### src/rtl/vrf_port_release_unit_if.sv
// vrf_port_release_unit_if
//   Bundles the allocator handshake, the lane beat strobes and the release
//   outputs of vrf_port_release_unit. The signals keep the unit's original
//   port names so that existing connection lists still map onto them.
//   master : allocator / lanes side (drives allocation, beats and flush)
//   slave  : vrf_port_release_unit (drives ready, free pulses, busy, err)
interface vrf_port_release_unit_if #(
  parameter int unsigned R_PORTS_NUM = 8,
  parameter int unsigned W_PORTS_NUM = 4,
  parameter int unsigned CNT_W       = 12
);
  logic                   alloc_vld_i;
  logic                   alloc_rdy_o;
  logic [R_PORTS_NUM-1:0] r_port_en_i;
  logic [W_PORTS_NUM-1:0] w_port_en_i;
  logic [CNT_W-1:0]       alloc_beats_i;
  logic [R_PORTS_NUM-1:0] r_beat_i;
  logic [W_PORTS_NUM-1:0] w_beat_i;
  logic                   flush_i;
  logic [R_PORTS_NUM-1:0] free_r_port_o;
  logic [W_PORTS_NUM-1:0] free_w_port_o;
  logic [R_PORTS_NUM-1:0] busy_r_o;
  logic [W_PORTS_NUM-1:0] busy_w_o;
  logic                   err_o;

  modport master (
    output alloc_vld_i, r_port_en_i, w_port_en_i, alloc_beats_i,
           r_beat_i, w_beat_i, flush_i,
    input  alloc_rdy_o, free_r_port_o, free_w_port_o, busy_r_o, busy_w_o, err_o
  );

  modport slave (
    input  alloc_vld_i, r_port_en_i, w_port_en_i, alloc_beats_i,
           r_beat_i, w_beat_i, flush_i,
    output alloc_rdy_o, free_r_port_o, free_w_port_o, busy_r_o, busy_w_o, err_o
  );
endinterface

### src/rtl/vrf_port_release_unit.sv
// vrf_port_release_unit
//   Tracks the outstanding data beats of every VRF read/write port handed out
//   by the resource allocator and emits one-cycle release pulses when a
//   port's work completes (last beat, zero-beat allocation, or flush).
// Ports:
//   clk   : clock
//   rstn  : synchronous active-low reset
//   bus   : vrf_port_release_unit_if.slave
//           alloc_vld_i/alloc_rdy_o  allocation handshake (rdy combinational)
//           r/w_port_en_i            ports granted by the allocation
//           alloc_beats_i            beats per granted port
//           r/w_beat_i               per-port beat strobes
//           flush_i                  abort all outstanding work
//           free_r/w_port_o          registered one-cycle release pulses
//           busy_r/w_o               per-port counter non-zero
//           err_o                    sticky protocol error
// Configuration:
//   VRF_RELEASE_ERR_EN  when defined, err_o flags idle-port beats and a
//                       stalled allocation (>64 cycles); otherwise err_o = 0.
module vrf_port_release_unit #(
  parameter int unsigned R_PORTS_NUM = 8,
  parameter int unsigned W_PORTS_NUM = 4,
  parameter int unsigned CNT_W       = 12
) (
  input logic                    clk,
  input logic                    rstn,
  vrf_port_release_unit_if.slave bus
);

  logic [CNT_W-1:0]       r_cnt_q [R_PORTS_NUM];
  logic [CNT_W-1:0]       r_cnt_d [R_PORTS_NUM];
  logic [CNT_W-1:0]       w_cnt_q [W_PORTS_NUM];
  logic [CNT_W-1:0]       w_cnt_d [W_PORTS_NUM];
  logic [R_PORTS_NUM-1:0] r_free_q, r_free_d, r_busy;
  logic [W_PORTS_NUM-1:0] w_free_q, w_free_d, w_busy;
  logic                   rdy;
  logic                   accept;
  logic                   zero_beats;

  always_comb begin
    r_busy = '0;
    for (int unsigned i = 0; i < R_PORTS_NUM; i++) r_busy[i] = (r_cnt_q[i] != '0);
    w_busy = '0;
    for (int unsigned i = 0; i < W_PORTS_NUM; i++) w_busy[i] = (w_cnt_q[i] != '0);
  end

  // A port taking its final beat this cycle is still busy, so a same-cycle
  // re-allocation of it is held off until the next cycle.
  assign rdy = !bus.flush_i
             && ((bus.r_port_en_i & r_busy) == '0)
             && ((bus.w_port_en_i & w_busy) == '0);
  assign accept     = bus.alloc_vld_i && rdy;
  assign zero_beats = (bus.alloc_beats_i == '0);

  // Accepted ports are idle by construction, so a load never collides with a
  // decrement on the same port; a beat on such a port is simply dropped.
  always_comb begin
    r_cnt_d  = r_cnt_q;
    r_free_d = '0;
    for (int unsigned i = 0; i < R_PORTS_NUM; i++) begin
      if (bus.flush_i) begin
        r_cnt_d[i]  = '0;
        r_free_d[i] = r_busy[i];
      end else begin
        if (bus.r_beat_i[i] && r_busy[i]) begin
          r_cnt_d[i]  = r_cnt_q[i] - CNT_W'(1);
          r_free_d[i] = (r_cnt_q[i] == CNT_W'(1));
        end
        if (accept && bus.r_port_en_i[i]) begin
          if (zero_beats) r_free_d[i] = 1'b1;
          else            r_cnt_d[i]  = bus.alloc_beats_i;
        end
      end
    end
  end

  always_comb begin
    w_cnt_d  = w_cnt_q;
    w_free_d = '0;
    for (int unsigned i = 0; i < W_PORTS_NUM; i++) begin
      if (bus.flush_i) begin
        w_cnt_d[i]  = '0;
        w_free_d[i] = w_busy[i];
      end else begin
        if (bus.w_beat_i[i] && w_busy[i]) begin
          w_cnt_d[i]  = w_cnt_q[i] - CNT_W'(1);
          w_free_d[i] = (w_cnt_q[i] == CNT_W'(1));
        end
        if (accept && bus.w_port_en_i[i]) begin
          if (zero_beats) w_free_d[i] = 1'b1;
          else            w_cnt_d[i]  = bus.alloc_beats_i;
        end
      end
    end
  end

  always_ff @(posedge clk) begin
    if (!rstn) begin
      for (int unsigned i = 0; i < R_PORTS_NUM; i++) r_cnt_q[i] <= '0;
      for (int unsigned i = 0; i < W_PORTS_NUM; i++) w_cnt_q[i] <= '0;
      r_free_q <= '0;
      w_free_q <= '0;
    end else begin
      r_cnt_q  <= r_cnt_d;
      w_cnt_q  <= w_cnt_d;
      r_free_q <= r_free_d;
      w_free_q <= w_free_d;
    end
  end

  assign bus.alloc_rdy_o   = rdy;
  assign bus.free_r_port_o = r_free_q;
  assign bus.free_w_port_o = w_free_q;
  assign bus.busy_r_o      = r_busy;
  assign bus.busy_w_o      = w_busy;

`ifdef VRF_RELEASE_ERR_EN
  logic [6:0] wd_q;
  logic       err_q;
  logic       idle_beat;
  logic       stall;

  assign idle_beat = !bus.flush_i
                   && (((bus.r_beat_i & ~r_busy) != '0) || ((bus.w_beat_i & ~w_busy) != '0));
  assign stall     = bus.alloc_vld_i
                   && (((bus.r_port_en_i & r_busy) != '0) || ((bus.w_port_en_i & w_busy) != '0));

  // wd_q counts preceding consecutive stall cycles and saturates at 64; a
  // stall seen with wd_q == 64 is the 65th in a row.
  always_ff @(posedge clk) begin
    if (!rstn) begin
      wd_q  <= '0;
      err_q <= 1'b0;
    end else begin
      if (!stall)             wd_q <= '0;
      else if (wd_q != 7'd64) wd_q <= wd_q + 7'd1;
      err_q <= err_q | idle_beat | (stall && (wd_q == 7'd64));
    end
  end

  assign bus.err_o = err_q;
`else
  assign bus.err_o = 1'b0;
`endif

endmodule

### src/flat_wrapper.sv
// flat-port wrapper written by rule: the top's interface ports become plain ports
module vrf_port_release_unit_flat 
#(
  parameter int unsigned R_PORTS_NUM = 8,
  parameter int unsigned W_PORTS_NUM = 4,
  parameter int unsigned CNT_W       = 12
)
  (clk, rstn, bus_alloc_vld_i, bus_r_port_en_i, bus_w_port_en_i, bus_alloc_beats_i, bus_r_beat_i, bus_w_beat_i, bus_flush_i, bus_alloc_rdy_o, bus_free_r_port_o, bus_free_w_port_o, bus_busy_r_o, bus_busy_w_o, bus_err_o);
  vrf_port_release_unit_if #(.R_PORTS_NUM(R_PORTS_NUM), .W_PORTS_NUM(W_PORTS_NUM), .CNT_W(CNT_W)) bus_i ();
  input logic clk;
  input logic rstn;
  input wire logic [$bits(bus_i.alloc_vld_i)-1:0] bus_alloc_vld_i;
  input wire logic [$bits(bus_i.r_port_en_i)-1:0] bus_r_port_en_i;
  input wire logic [$bits(bus_i.w_port_en_i)-1:0] bus_w_port_en_i;
  input wire logic [$bits(bus_i.alloc_beats_i)-1:0] bus_alloc_beats_i;
  input wire logic [$bits(bus_i.r_beat_i)-1:0] bus_r_beat_i;
  input wire logic [$bits(bus_i.w_beat_i)-1:0] bus_w_beat_i;
  input wire logic [$bits(bus_i.flush_i)-1:0] bus_flush_i;
  output wire logic [$bits(bus_i.alloc_rdy_o)-1:0] bus_alloc_rdy_o;
  output wire logic [$bits(bus_i.free_r_port_o)-1:0] bus_free_r_port_o;
  output wire logic [$bits(bus_i.free_w_port_o)-1:0] bus_free_w_port_o;
  output wire logic [$bits(bus_i.busy_r_o)-1:0] bus_busy_r_o;
  output wire logic [$bits(bus_i.busy_w_o)-1:0] bus_busy_w_o;
  output wire logic [$bits(bus_i.err_o)-1:0] bus_err_o;
  assign bus_i.alloc_vld_i = bus_alloc_vld_i;
  assign bus_i.r_port_en_i = bus_r_port_en_i;
  assign bus_i.w_port_en_i = bus_w_port_en_i;
  assign bus_i.alloc_beats_i = bus_alloc_beats_i;
  assign bus_i.r_beat_i = bus_r_beat_i;
  assign bus_i.w_beat_i = bus_w_beat_i;
  assign bus_i.flush_i = bus_flush_i;
  assign bus_alloc_rdy_o = bus_i.alloc_rdy_o;
  assign bus_free_r_port_o = bus_i.free_r_port_o;
  assign bus_free_w_port_o = bus_i.free_w_port_o;
  assign bus_busy_r_o = bus_i.busy_r_o;
  assign bus_busy_w_o = bus_i.busy_w_o;
  assign bus_err_o = bus_i.err_o;
  vrf_port_release_unit #(.R_PORTS_NUM(R_PORTS_NUM), .W_PORTS_NUM(W_PORTS_NUM), .CNT_W(CNT_W)) u_core (.clk(clk), .rstn(rstn), .bus(bus_i));
endmodule
### config.mk
export PLATFORM = sky130hd
export DESIGN_NAME = vrf_port_release_unit_flat
export DESIGN_NICKNAME = d
export VERILOG_FILES = /design/src/rtl/vrf_port_release_unit_if.sv /design/src/rtl/vrf_port_release_unit.sv /design/src/flat_wrapper.sv
export SDC_FILE = /design/constraint.sdc
export NUM_CORES = 1
export LEC_CHECK = 0
export ABC_AREA = 1
export CAP_MARGIN = 40
export CORE_MARGIN = 1.5
export CORE_UTILIZATION = 61
export DETAILED_ROUTE_END_ITERATION = 10
export PLACE_DENSITY = 0.87
export SLEW_MARGIN = 0
export SYNTH_ARGS = -nofsm -noshare
export SYNTH_HDL_FRONTEND = slang
export SYNTH_SLANG_ARGS = --single-unit
export TNS_END_PERCENT = 20
### constraint.sdc
create_clock -name clk -period 2.2 [get_ports clk]
set_input_delay 0.44 -clock clk [delete_from_list [all_inputs] [get_ports clk]]
set_output_delay 0.44 -clock clk [all_outputs]
set_load 0.05 [all_outputs]
* Word level (Yosys, flattened, before mapping)
Index checks and enable logic that the tools add are counted.
** Word-level totals
- Bits in registers :: 156
- Input port bits :: 40
- Output and inout bits :: 26
- Logic and storage cells :: 169
** Operators by class
- Add/sub/neg operators :: 12
- Equality and inequality tests :: 12
- Multiplexer cells :: 84
- Bitwise operators :: 3
- Reduce and logical (&&, ||, !) cells :: 44
** Operators by type and width (number)
- $mux 12 :: 36
- $eq 12x1->1 const B :: 12
- $reduce_bool 12->1 :: 12
- $sub 12x1->12 const B :: 12
- $mux 1 :: 48
- $logic_and 1x1->1 :: 27
- $logic_not 12->1 :: 1
- $and 8x8->8 :: 1
- $logic_not 8->1 :: 1
- $and 4x4->4 :: 1
- $logic_not 4->1 :: 1
- $reduce_or 2->1 :: 1
- $logic_not 1->1 :: 1
- $not 1->1 :: 1

* Logic depth before layout (Yosys ltp)
- Word-level depth :: 9
- Gate-level depth with buffers :: 14
- Depth with buffers taken out :: 13

* Worst setup path after synthesis
OpenSTA, ideal clock, no wires.
- Kind :: register to output
- From :: register u_core.r_cnt_q[60] in the netlist's numbering
- To :: output bus_alloc_rdy_o
- Arrival :: 2.080 ns
- Required time :: 1.760 ns
- Slack :: -0.320 ns
- Cell stages (with the launch flop) :: 12
- Buffers on the path :: 1
- Cell sequence :: dfxtp_1 -> inv_1 -> ha_1 -> inv_1 -> nor2_2 -> nand3_1 -> nand2_1 -> nand2_1 -> nor2_1 -> nand2_1 -> nor2_4 -> buf_2
** On the way
- Word-level cells in the longest chain between the ends :: 5
** Ends and longest elaborated chain
- start: declaration :: line vrf_port_release_unit.sv:30 : logic [CNT_W-1:0] r_cnt_q [R_PORTS_NUM];
- start signal: assignment :: line vrf_port_release_unit.sv:104 : r_cnt_q <= r_cnt_d;
- $reduce_bool 12->1 :: line vrf_port_release_unit.sv:42 : for (int unsigned i = 0; i < R_PORTS_NUM; i++) r_busy[i] = (r_cnt_q[i] != '0);
- net bus_busy_r_o[2] :: line flat_wrapper.sv:22 : output wire logic [$bits(bus_i.busy_r_o)-1:0] bus_busy_r_o;
- $and 8x8->8 :: line vrf_port_release_unit.sv:50 : && ((bus.r_port_en_i & r_busy) == '0)
- $logic_not 8->1 :: line vrf_port_release_unit.sv:50
- $logic_and 1x1->1 :: line vrf_port_release_unit.sv:50
- $logic_and 1x1->1 :: line vrf_port_release_unit.sv:51 : && ((bus.w_port_en_i & w_busy) == '0);
- end: declaration :: line flat_wrapper.sv:19 : output wire logic [$bits(bus_i.alloc_rdy_o)-1:0] bus_alloc_rdy_o;
The timed path passes the listed nets, and every way through them passes these cells.

* Worst setup path after layout
- From :: register u_core.r_cnt_q[91] in the netlist's numbering
- To :: register u_core.r_cnt_q[36] in the netlist's numbering
** On the way
- Word-level cells in the longest chain between the ends :: 8
** Ends and longest elaborated chain
- $reduce_bool 12->1 :: line vrf_port_release_unit.sv:42
- $and 8x8->8 :: line vrf_port_release_unit.sv:50
- $logic_not 8->1 :: line vrf_port_release_unit.sv:50
- $logic_and 1x1->1 :: line vrf_port_release_unit.sv:50
- $logic_and 1x1->1 :: line vrf_port_release_unit.sv:51
- $logic_and 1x1->1 :: line vrf_port_release_unit.sv:52 : assign accept = bus.alloc_vld_i && rdy;
- $logic_and 1x1->1 :: line vrf_port_release_unit.sv:69 : if (accept && bus.r_port_en_i[i]) begin
- $mux 12 :: line vrf_port_release_unit.sv:69
Every way passes these cells.
A chain may end at the register's enable or synchronous reset.

==> summary.md <==
| Metric | Value |
|---|---|
| Required time of the worst setup path | `2520 ps` |
| Fillers | `~1000` |
| Die width | `134 um` |
| Critical path start-end classification | `register to register` |
| Die area | `18000 um2` |
| Remaining Overflow, GRT | `0` |
| Run status | `finished, violations left` |
| Maximum number of pins on one net before global-route repair | `88` |
| 1st-pass router iterations | `9` |
| Count of boundary I/O pins | `66` |
| Residual antenna-violating net count after detailed routing | `0` |
| Cell taking the most area after synthesis | `sky130_fd_sc_hd__dfxtp_1` |
| Hold Buf Count CTS | `0` |
| Fin nets | `1826` |
| Worst slew margin relative to its limit | `61.8%` |
| Top-area cell type share of the netlist area | `29.8%` |
| Critical Path Most Common Cell | `sky130_fd_sc_hd__nand2_2` |
| Detailed placer's ending HPWL | `just over 20000 um` |
| Critical path fanouts, max | `11` |
| Worst path slowest cell | `sky130_fd_sc_hd__dfxtp_1` |
| Critical path's top delay family | `simple AND/OR/NAND/NOR gates` |
| Number of register bits inferred by synthesis | `156` |
| Average footprint of a synthesized cell | `6.57 um2` |
| Buffering stage count on the worst path with inverters included | `4` |
| Largest buffer count on any clock path | `2` |
| Die Height | `between 100 and 150 um` |
| Min Clock Period, post-route | `2570 ps` |
| Max-slew violation total from the final report | `0` |
| Number of unique standard cell types used by synthesis | `37` |
| Initial core utilization | `62.8%` |
| Worst clock skew | `~11 ps` |
| Warnings from Yosys | `0` |
| Worst Slack Setup Final | `-372 ps` |
| Final weighted congestion in routability-driven placement | `0.931` |
| MaxCap Viol Count | `0` |
| Total clock buffers created by CTS | `17` |
| Highest cell delay on the worst timing path | `roughly 350 ps` |
| Slew of the pin with the lowest slew margin | `between 500 and 600 ps` |
| Final cell utilization of the core | `82.4%` |
| Clock network latency to the later pin of the worst-skew pair | `about 440 ps` |
| Final hold violation count | `0` |
| Routed length per instance | `between 15 and 20 um` |
| # diodes | `0` |
| Clock-pin slew reported for the worst setup and hold paths after clock tree synthesis | `60 ps` |
| Setup crit end kind | `register` |
| Antenna violations before repair | `0` |
| Class of the tightest hold or removal check | `input port to register` |
| Final Cycle Share | `117%` |
| Total nets after synthesis | `1662` |
| Setup violators final | `76` |
| CTS tree | `yes` |
| First-pass GRT wire length | `55700 um` |
| Drt first-iter violations | `1616` |
| Avg Vias per Cell | `6.30` |
| Total vias in the final route | `between 10000 and 15000` |
| Growth of design area from synthesis to finish | `31.2%` |
| Arrival @ worst endpoint | `2900 ps` |
| Total wire length after detailed routing | `~38000 um` |
| Sequential element share of the synthesized area | `29.8%` |
| Std cell rows | `47` |
| Area of the core | `16700 um2` |
| Port Buffer Count | `64` |
| GRT Overall Usage | `~38%` |
| Synthesized netlist cell count | `1597` |
| Setup repair after global routing missed its margin | `yes` |
| Cell Chain, Critical Path | `nor2_1 > nand2_1 > nor2_4 > nand2_2 > nand2_2 > nand2_2 > nor2_4 > nand2_2 > nor2_4 > buf_4 > buf_12 > buf_4 > clkbuf_16 > nand4_1 > a21oi_1` |
| Startpoint type of the worst setup path | `register` |
| H-tree Lvls | `4` |
| Cell area after technology mapping | `10500 um2` |
| Total DRC errors in the routed layout | `0` |
| Number of global-route vias before repair | `11600` |
| Ratio of cells with drive above 1 in the final layout | `21.2%` |
| Cell at the root of the clock tree | `sky130_fd_sc_hd__clkbuf_16` |
| TritonCTS sink count | `156` |
| Area contributors post-synth | `sky130_fd_sc_hd__dfxtp_1 30%, sky130_fd_sc_hd__nand4_1 11%, sky130_fd_sc_hd__nand2_1 11%` |
| Violations in the final reports | `negative setup slack` |
| Peak clock frequency supported by timing | `389 MHz` |
[area by class of cell]
class / count / area, um2 / share of cell area, %
Tap cell: 220 / 275 / 2.00
Clock buffer: 26 / 499 / 3.63
Sequential cell: 156 / 3150 / 22.9
Multi-Input combinational cell: 1145 / 6600 / 47.9
Inverter: 211 / 800 / 5.81
Timing Repair Buffer: 230 / 2290 / 16.7
Clock inverter: 6 / 155 / 1.13
[cells in the mapped netlist]
cell type,instances
sky130_fd_sc_hd__o41ai_1,7
sky130_fd_sc_hd__conb_1,1
sky130_fd_sc_hd__o31ai_1,1
sky130_fd_sc_hd__nand3b_1,7
sky130_fd_sc_hd__nor4_1,1
sky130_fd_sc_hd__nor2_4,6
sky130_fd_sc_hd__clkbuf_1,44
sky130_fd_sc_hd__mux2i_1,6
sky130_fd_sc_hd__o21ai_0,29
sky130_fd_sc_hd__buf_1,18
sky130_fd_sc_hd__nor3_1,20
sky130_fd_sc_hd__buf_4,2
sky130_fd_sc_hd__xnor2_1,27
sky130_fd_sc_hd__ha_1,25
sky130_fd_sc_hd__a21oi_1,170
sky130_fd_sc_hd__and2_1,17
sky130_fd_sc_hd__xor2_1,64
sky130_fd_sc_hd__nor3b_1,5
sky130_fd_sc_hd__nand2_2,5
sky130_fd_sc_hd__nand2_1,299
sky130_fd_sc_hd__nor2_2,16
sky130_fd_sc_hd__a41oi_1,1
sky130_fd_sc_hd__dfxtp_1,156
sky130_fd_sc_hd__nand4_1,191
sky130_fd_sc_hd__nor2_1,143
sky130_fd_sc_hd__nand3_1,91
sky130_fd_sc_hd__o21bai_1,1
sky130_fd_sc_hd__and3_1,1
sky130_fd_sc_hd__inv_2,5
sky130_fd_sc_hd__buf_6,12
sky130_fd_sc_hd__inv_1,206
sky130_fd_sc_hd__or2_2,3
sky130_fd_sc_hd__a21o_1,4
sky130_fd_sc_hd__buf_2,9
sky130_fd_sc_hd__a21boi_0,1
sky130_fd_sc_hd__or2_1,2
sky130_fd_sc_hd__nor3_2,1
[logic make-up after synthesis]
group / synth area share [%]
AOI/OAI and AO/OA: 10.7
buffers and inverters: 11.6
other: 0.0357
muxes: 0.572
adders and majority gates: 2.98
xor gates and xnor gates: 7.60
DFF: 29.8
and+or+nand+nor: 36.8
[state kept, by name, indices dropped and copies added, names as in the netlist]
| register | count |
|---|---|
| u_core.r_cnt_q | 96 |
| u_core.w_cnt_q | 48 |
| u_core.bus.free_r_port_o | 8 |
| u_core.bus.free_w_port_o | 4 |
[what timing repair did]
item / CTS / global route
buffers inserted: 49 / 15
pin swaps: 34 / 32
gates resized for setup: 102 / 60
gates cloned: 0 / 5
endpoints found under the setup margin: 64 / 148
[layer usage]
metal	vias to the layer above	wire (um)	part of all wire, %	track usage, %
li1	5655	-	-	-
met1	5682	13400	35	45.4
met2	931	17500	46	63.9
met3	299	4340	11	7.03
met4	0	2850	7.5	25.9
met5	-	0	0	0
[final timing paths]
check	start	to	slack, ps	cells past startpoint
max	u_core.r_cnt_q[91]	u_core.r_cnt_q[36]	-370	15
min	bus_alloc_vld_i	u_core.bus.free_r_port_o[0]	380	3
max reg2reg	u_core.r_cnt_q[91]	u_core.r_cnt_q[36]	-370	15
min reg2reg	u_core.w_cnt_q[47]	u_core.w_cnt_q[47]	570	3
[placed cells by master, fill, tap and decap left out, types with 16 or more instances in the layout]
master / Yosys / layout
sky130_fd_sc_hd__o21ai_0: 29 / 29
sky130_fd_sc_hd__nor2_1: 143 / 110
sky130_fd_sc_hd__clkbuf_16: 0 / 22
sky130_fd_sc_hd__inv_2: 5 / 28
sky130_fd_sc_hd__nor2_2: 16 / 36
sky130_fd_sc_hd__dfxtp_2: 0 / 18
sky130_fd_sc_hd__nand2_1: 299 / 266
sky130_fd_sc_hd__xnor2_1: 27 / 27
sky130_fd_sc_hd__clkdlybuf4s50_1: 0 / 50
sky130_fd_sc_hd__buf_4: 2 / 147
sky130_fd_sc_hd__nand4_1: 191 / 191
sky130_fd_sc_hd__nand2_2: 5 / 33
sky130_fd_sc_hd__dfxtp_1: 156 / 137
sky130_fd_sc_hd__inv_1: 206 / 180
sky130_fd_sc_hd__buf_12: 0 / 26
sky130_fd_sc_hd__xor2_1: 64 / 64
sky130_fd_sc_hd__and2_1: 17 / 16
sky130_fd_sc_hd__nor3_1: 20 / 20
sky130_fd_sc_hd__nor2_4: 6 / 19
sky130_fd_sc_hd__a21oi_1: 170 / 164
sky130_fd_sc_hd__nand3_1: 91 / 89
[worst register-to-register path, cell delays in order, from the launching register on]
cell and delay [ps]:
sky130_fd_sc_hd__dfxtp_1 350, sky130_fd_sc_hd__nor2_1 190, sky130_fd_sc_hd__nand2_1 160, sky130_fd_sc_hd__nor2_4 150
sky130_fd_sc_hd__nand2_2 90, sky130_fd_sc_hd__nand2_2 100, sky130_fd_sc_hd__nand2_2 80, sky130_fd_sc_hd__nor2_4 110
sky130_fd_sc_hd__nand2_2 70, sky130_fd_sc_hd__nor2_4 140, sky130_fd_sc_hd__buf_4 160, sky130_fd_sc_hd__buf_12 170
sky130_fd_sc_hd__buf_4 170, sky130_fd_sc_hd__clkbuf_16 170, sky130_fd_sc_hd__nand4_1 80, sky130_fd_sc_hd__a21oi_1 300
[through the flow]
| stage | instance area, um2 | cells | setup TNS (ps) | setup slack (ps) | hold WS (ps) |
|---|---|---|---|---|---|
| 6_report | 13800 | 1994 | -5480 | -372 | 381 |
| 5_1_grt | 13800 | 1994 | -11940 | -424 | 403 |
| 4_1_cts | 13400 | 1979 | -382 | -194 | 323 |
| 3_5_place_dp | 12100 | 1898 | -4740 | -178 | 549 |
| 3_3_place_gp | 12100 | 1898 | -969 | -66.1 | 542 |
| 2_1_floorplan | 10500 | 1597 | -22.8 | -22.8 | 524 |
Power is left out: the tool's default activity adds up to more than one toggle a clock period on the data nets, which glitch-free logic cannot reach.
